`src/rtl/rv32i_pkg.sv`:
```
`default_nettype none
// ============================================================================
// Module   : rv32i_pkg
// Function : Shared types and constants for the RV32I fetch front end.
// Revision : 1.0 - initial release
// ============================================================================
package rv32i_pkg;

    localparam logic [31:0] c_reset_pc = 32'h0000_0000;

    typedef enum logic [0:0] {
        RUN  = 1'b0,
        HALT = 1'b1
    } fetch_state_t;

    typedef struct packed {
        logic [31:0] pc;
        logic [31:0] inst;
    } fetch_entry_t;

endpackage
`default_nettype wire

```
`src/rtl/ifetch_fifo.sv`:
```
`default_nettype none
// ============================================================================
// Module   : ifetch_fifo
// Function : Small synchronous FIFO with flush; DEPTH must be a power of two.
// Revision : 1.0 - initial release
// ============================================================================
module ifetch_fifo #(
    parameter int WIDTH = 32,
    parameter int DEPTH = 2
) (
    input  logic                       clk,
    input  logic                       rst_n,
    input  logic                       flush,
    input  logic                       push,
    input  logic [WIDTH-1:0]           push_data,
    input  logic                       pop,
    output logic [WIDTH-1:0]           head,
    output logic                       empty,
    output logic [$clog2(DEPTH+1)-1:0] count
);
    localparam int c_ptr_w = $clog2(DEPTH);
    localparam int c_cnt_w = $clog2(DEPTH + 1);

    logic [WIDTH-1:0]   r_mem [DEPTH];
    logic [c_ptr_w-1:0] r_wr_ptr;
    logic [c_ptr_w-1:0] r_rd_ptr;
    logic [c_cnt_w-1:0] r_count;

    always_ff @(posedge clk) begin
        if (!rst_n || flush) begin
            r_wr_ptr <= '0;
            r_rd_ptr <= '0;
            r_count  <= '0;
        end else begin
            if (push) begin
                r_wr_ptr <= r_wr_ptr + c_ptr_w'(1);
            end
            if (pop) begin
                r_rd_ptr <= r_rd_ptr + c_ptr_w'(1);
            end
            r_count <= r_count + c_cnt_w'(push) - c_cnt_w'(pop);
        end
    end

    // Storage needs no reset: occupancy is tracked solely by r_count.
    always_ff @(posedge clk) begin
        if (push) begin
            r_mem[r_wr_ptr] <= push_data;
        end
    end

    assign head  = r_mem[r_rd_ptr];
    assign empty = (r_count == '0);
    assign count = r_count;

endmodule
`default_nettype wire

```
`src/rtl/ifetch.sv`:
```
`default_nettype none
// ============================================================================
// Module   : ifetch
// Function : Credit-based instruction fetch with redirect flush and response
//            drop. Optional misaligned-redirect halt: IFETCH_MISALIGN_CHK_EN.
// Revision : 1.0 - initial release
// ============================================================================
module ifetch
    import rv32i_pkg::*;
#(
    parameter logic [31:0] RESET_PC = c_reset_pc,
    parameter int          QDEPTH   = 2
) (
    input  logic        clk,
    input  logic        rst_n,
    output logic        imem_req_valid,
    input  logic        imem_req_ready,
    output logic [31:0] imem_req_addr,
    input  logic        imem_rsp_valid,
    input  logic [31:0] imem_rsp_data,
    input  logic        redirect_valid,
    input  logic [31:0] redirect_pc,
    output logic        out_valid,
    input  logic        out_ready,
    output logic [31:0] out_inst,
    output logic [31:0] out_pc,
    output logic        misalign_err
);
    localparam int                 c_cnt_w      = $clog2(QDEPTH + 1);
    localparam logic [c_cnt_w:0]   c_credit_max = (c_cnt_w + 1)'(QDEPTH);

    fetch_state_t       w_state;
    logic [31:0]        r_fetch_pc;
    logic [c_cnt_w-1:0] r_outstanding;
    logic [c_cnt_w-1:0] r_drop;
    logic [c_cnt_w-1:0] w_q_count;
    logic [c_cnt_w:0]   w_inflight;
    logic [c_cnt_w-1:0] w_rsp_cnt;
    logic               w_q_empty;
    fetch_entry_t       w_q_head;
    fetch_entry_t       w_q_push_data;
    logic [31:0]        w_tag_head;
    logic [31:0]        w_redirect_pc;
    logic               w_accept;
    logic               w_drop_active;
    logic               w_rsp_keep;
    logic               w_pop;
    logic [c_cnt_w-1:0] w_unused_tag_count;
    logic               w_unused_tag_empty;

    // Every in-flight request has a reserved queue slot, so the queue never overflows.
    assign w_inflight     = {1'b0, r_outstanding} + {1'b0, w_q_count};
    assign imem_req_valid = rst_n && (w_state == RUN) && !redirect_valid
                            && (w_inflight < c_credit_max);
    assign imem_req_addr  = r_fetch_pc;

    assign w_accept      = imem_req_valid && imem_req_ready;
    assign w_rsp_cnt     = c_cnt_w'(imem_rsp_valid);
    assign w_drop_active = (r_drop != '0);
    assign w_rsp_keep    = imem_rsp_valid && !w_drop_active && !redirect_valid;
    assign w_pop         = out_valid && out_ready;

    assign out_valid = !w_q_empty && !redirect_valid;
    assign out_inst  = w_q_empty ? '0 : w_q_head.inst;
    assign out_pc    = w_q_empty ? '0 : w_q_head.pc;

    assign w_q_push_data = '{pc: w_tag_head, inst: imem_rsp_data};

    always_ff @(posedge clk) begin
        if (!rst_n) begin
            r_fetch_pc    <= RESET_PC;
            r_outstanding <= '0;
            r_drop        <= '0;
        end else if (redirect_valid) begin
            // A response arriving with the redirect is discarded here, so it leaves the drop count.
            r_fetch_pc    <= w_redirect_pc;
            r_outstanding <= r_outstanding - w_rsp_cnt;
            r_drop        <= r_outstanding - w_rsp_cnt;
        end else begin
            if (w_accept) begin
                r_fetch_pc <= r_fetch_pc + 32'd4;
            end
            r_outstanding <= r_outstanding + c_cnt_w'(w_accept) - w_rsp_cnt;
            if (imem_rsp_valid && w_drop_active) begin
                r_drop <= r_drop - c_cnt_w'(1);
            end
        end
    end

`ifdef IFETCH_MISALIGN_CHK_EN
    fetch_state_t r_state;
    fetch_state_t w_state_next;
    logic         r_misalign_err;
    logic         w_misaligned;

    assign w_misaligned  = redirect_valid && (redirect_pc[1:0] != 2'b00);
    assign w_redirect_pc = redirect_pc;

    always_ff @(posedge clk) begin
        if (!rst_n) begin
            r_state        <= RUN;
            r_misalign_err <= 1'b0;
        end else begin
            r_state        <= w_state_next;
            r_misalign_err <= w_misaligned;
        end
    end

    always_comb begin
        w_state_next = r_state;
        if (redirect_valid) begin
            w_state_next = w_misaligned ? HALT : RUN;
        end
    end

    assign w_state      = r_state;
    assign misalign_err = r_misalign_err;
`else
    logic w_unused_pc_lsb;

    assign w_unused_pc_lsb = ^redirect_pc[1:0];
    assign w_redirect_pc   = {redirect_pc[31:2], 2'b00};
    assign w_state         = RUN;
    assign misalign_err    = 1'b0;
`endif

    ifetch_fifo #(
        .WIDTH ($bits(fetch_entry_t)),
        .DEPTH (QDEPTH)
    ) u_queue (
        .clk       (clk),
        .rst_n     (rst_n),
        .flush     (redirect_valid),
        .push      (w_rsp_keep),
        .push_data (w_q_push_data),
        .pop       (w_pop),
        .head      (w_q_head),
        .empty     (w_q_empty),
        .count     (w_q_count)
    );

    ifetch_fifo #(
        .WIDTH (32),
        .DEPTH (QDEPTH)
    ) u_pc_tags (
        .clk       (clk),
        .rst_n     (rst_n),
        .flush     (redirect_valid),
        .push      (w_accept),
        .push_data (r_fetch_pc),
        .pop       (w_rsp_keep),
        .head      (w_tag_head),
        .empty     (w_unused_tag_empty),
        .count     (w_unused_tag_count)
    );

endmodule
`default_nettype wire

```
`config.mk`:
```
export PLATFORM = sky130hd
export DESIGN_NAME = ifetch
export DESIGN_NICKNAME = d
export VERILOG_FILES = /design/src/rtl/rv32i_pkg.sv /design/src/rtl/ifetch_fifo.sv /design/src/rtl/ifetch.sv
export SDC_FILE = /design/constraint.sdc
export NUM_CORES = 1
export LEC_CHECK = 0
export BUFFER_PORTS_ARGS = -buffer_cell sky130_fd_sc_hd__clkbuf_2
export CAP_MARGIN = 20
export CORE_MARGIN = 2
export CORE_UTILIZATION = 48
export CTS_BUF_LIST = sky130_fd_sc_hd__clkbuf_4 sky130_fd_sc_hd__clkbuf_8
export DETAILED_ROUTE_END_ITERATION = 8
export PLACE_DENSITY = 0.76
export SYNTH_ARGS = -nofsm -noshare
export SYNTH_HDL_FRONTEND = slang
export SYNTH_SLANG_ARGS = --single-unit
```
`constraint.sdc`:
```
create_clock -name clk -period 6.4 [get_ports clk]
set_input_delay 0.32 -clock clk [delete_from_list [all_inputs] [get_ports clk]]
set_output_delay 0.32 -clock clk [all_outputs]
set_load 0.01 [all_outputs]
```
==> summary.md <==
| Metric | Value |
|---|---|
| Via count | `5768` |
| Clock root buffer master | `clkbuf_8` |
| # nets final | `943` |
| Final WS setup | `3.07 ns` |
| Fill cells | `1474` |
| CP Launch Type | `flop` |
| Worst slew margin | `45.6%` |
| Top_reg_cell synth | `edfxtp_1` |
| Max cap viols | `0` |
| Clk sink count | `226` |
| Final ANT Viol Nets | `0` |
| Most instantiated library cell after synthesis | `edfxtp_1` |
| GRT Resource Usage Total | `19.3%` |
| WP data arrival | `3.51 ns` |
| PostCTS Resize Cnt | `0` |
| Hold Crit Class | `input pin to flop` |
| Top-area cell type share of the netlist area | `59.7%` |
| WP buf/inv | `2` |
| Minimum clock period | `3.33 ns` |
| Worst Skew | `0.0233 ns` |
| Die Ht | `143 µm` |
| Total power | `3.08 mW` |
| I/O pin total | `169` |
| Longest Clk Path Bufs | `3` |
| Inst Count DP | `1053` |
| Finish-stage setup viols | `0` |
| Tcrit/Tclk final | `52.1%` |
| Clock Latency Late Sink | `0.52 ns` |
| Grt ovf | `0` |
| Initial cell density of the core | `49.1%` |
| Delay-heaviest family, CP | `simple AND/OR/NAND/NOR gates` |
| Avg WL per Cell | `16.9 µm` |
| Initial antenna violation count | `0` |
| Max incr delay on CP | `0.55 ns` |
| DR DRC count | `0` |
| Dpl ws | `3.07 ns` |
| Worst VDD drop | `0.000134 V` |
| Antenna Cells | `0` |
| Seq cells post-synth | `226` |
| CTS Buf Count | `37` |
| Unrepaired setup endpoints after global routing | `no` |
| CP Capture Type | `flop` |
| Least-Margin Pin Slew | `0.816 ns` |
| Fraction of layout cells with a size suffix above 1 | `30.4%` |
| Final hold vios | `0` |
| Post-Syn Instances | `655` |
| Routed WL | `19400 µm` |
| Vias in the first global route | `5925` |
| Max FO, Critical Path | `22` |
| Leakage | `4.15 nW` |
| First-pass GRT wire length | `30200 µm` |
| Final Max Slew Viols | `0` |
| Final std cells w/o fill | `1151` |
| Area grow syn2layout | `22.6%` |
| Fmax achieved | `300 MHz` |
| Setup CP Type | `flop to flop` |
| Multi-input gate area | `0.00273 mm²` |
| Largest net degree at the start of global routing | `63` |
| Hold Worst Slack | `0.0389 ns` |
| PwrDens | `272 mW/mm²` |
| CTS clk-pin slew, worst paths | `0.06 ns` |
| Detailed Route Iter0 Violations | `323` |
| Worst path cell trace | `and2_1 > fa_1 > or3b_4 > nor2_4 > inv_1 > nor2_2 > buf_4` |
| CP max-delay cell | `or3b_4` |
| Core footprint | `0.0188 mm²` |
| Syn Area/Cell | `14.1 µm²` |
| H-tree depth | `2` |
| Area contributors post-synth | `edfxtp_1, dfxtp_1, mux2i_1` |
| Core Rows | `50` |
| CTS tree | `yes` |
| Post-synth EDFFs | `184` |
| Sequential area share after synthesis | `68.8%` |
| Post-synth top cells | `edfxtp_1, nor2_1, mux2i_1, dfxtp_1, mux2_2` |
| Post-Syn Area | `0.00925 mm²` |
| Final HPWL DP | `12000 µm` |
| Req. time, crit path | `6.58 ns` |
| GP Congestion | `0.807` |
| Asr flop ratio synth | `0%` |
| Die width | `143 µm` |
| Synth area leader | `edfxtp_1` |
| Die area | `0.0204 mm²` |
| Setup TNS Final | `0 ns` |
| Port Buffers | `161` |
| DR vias/cell | `5.01` |
| FF/Latch Area | `0.00637 mm²` |
| Status | `completed` |
| Netlist cell types | `49` |
| Ys Warns | `0` |
| First-pass detailed-route iteration total | `4` |
[path summary, 6_finish.rpt]
check	endpoint	cells after the start	slack (ns)	startpoint
setup reg to reg	u_pc_tags.r_mem[0][8]$_DFFE_PP_	7	3.07	u_queue.count[0]$_SDFF_PP0_
hold reg to reg	flop	2	0.51	u_pc_tags.r_rd_ptr$_SDFFE_PP0P_
setup / recovery	u_pc_tags.r_mem[0][8]$_DFFE_PP_	7	3.07	u_queue.count[0]$_SDFF_PP0_
hold / removal	imem_req_addr[30]$_SDFFE_PN0P_	3	0.04	redirect_pc[30]
[metal layers]
| metal | part of all wire, % | up-vias | global-route usage, % |
|---|---|---|---|
| li1 | - | 2817 | - |
| met1 | 42 | 2756 | 22.8 |
| met2 | 50 | 169 | 34.4 |
| met3 | 5.9 | 26 | 4.49 |
| met4 | 2.1 | 0 | 6.93 |
| met5 | 0 | - | 0 |
[power breakdown]
group	leakage, nW	internal [mW]	switching (mW)
Clock	0.354	0.619	0.530
Combinational	1.77	0.106	0.138
Sequential	2.03	1.65	0.0385
Total	4.15	2.38	0.707
[cells by family after synthesis]
logic type | count (synthesis) | share of synthesized area, %
mux | 93 | 10.5
other cells | 1 | 0.0405
xor+xnor | 34 | 3.22
fa+ha+maj | 8 | 1.16
compound gates | 50 | 3.35
flops | 226 | 68.8
buf+inv | 45 | 2.15
simple gates | 198 | 10.8
[through the flow]
| stage | util [%] | area [µm²] |
|---|---|---|
| final | 60.3 | 11300 |
| after global placement | 54.8 | 10300 |
| after floorplan | - | 9270 |
| after CTS | 60.1 | 11300 |
| after global routing | 60.3 | 11300 |
| after detailed placement | 54.8 | 10300 |
[cell type report]
type                            count  share of cell area [%]
Clock buffer                       51                    5.41
Clock inverter                     14                   0.551
Inverter                           11                   0.364
Multi-Input combinational cell    388                    24.0
Sequential cell                   226                    56.1
Tap cell                          260                    2.87
Timing Repair Buffer              201                    10.6
[flip-flops by register name, summed over array words and instances (netlist names), named ones only]
| name | cells |
|---|---|
| r_drop | 2 |
| u_queue.r_wr_ptr | 1 |
| u_queue.count | 2 |
| u_pc_tags.r_wr_ptr | 1 |
| u_queue.r_mem | 124 |
| imem_req_addr | 30 |
| u_queue.r_rd_ptr | 1 |
| u_pc_tags.r_mem | 60 |
| u_pc_tags.r_rd_ptr | 1 |
| r_outstanding | 2 |
[layout by cell type, fill, tap and decap left out, drive strengths merged, types with 8 or more instances in the layout]
cell type and instances:
a21oi 9, and2 12, buf 8, clkbuf 212, clkinv 13, dfxtp 42, dlygate4sd3 32, edfxtp 184
inv 10, mux2 31, mux2i 62, nand2 28, nand3 18, nand4 15, nor2 88, nor3 8
o21ai 20, xnor2 19, xor2 15
[worst min-delay path: stages]
cell and delay [ns]:
clkbuf_2 0.07, nand3_1 0.06, o21ai_0 0.07
[timing repair]
item | CTS | global route
hold buffers | 32 | 0
buffers inserted | 0 | 0
endpoints found under the hold margin | 64 | 0
No activity file was read; power rests on OpenSTA's default activity.
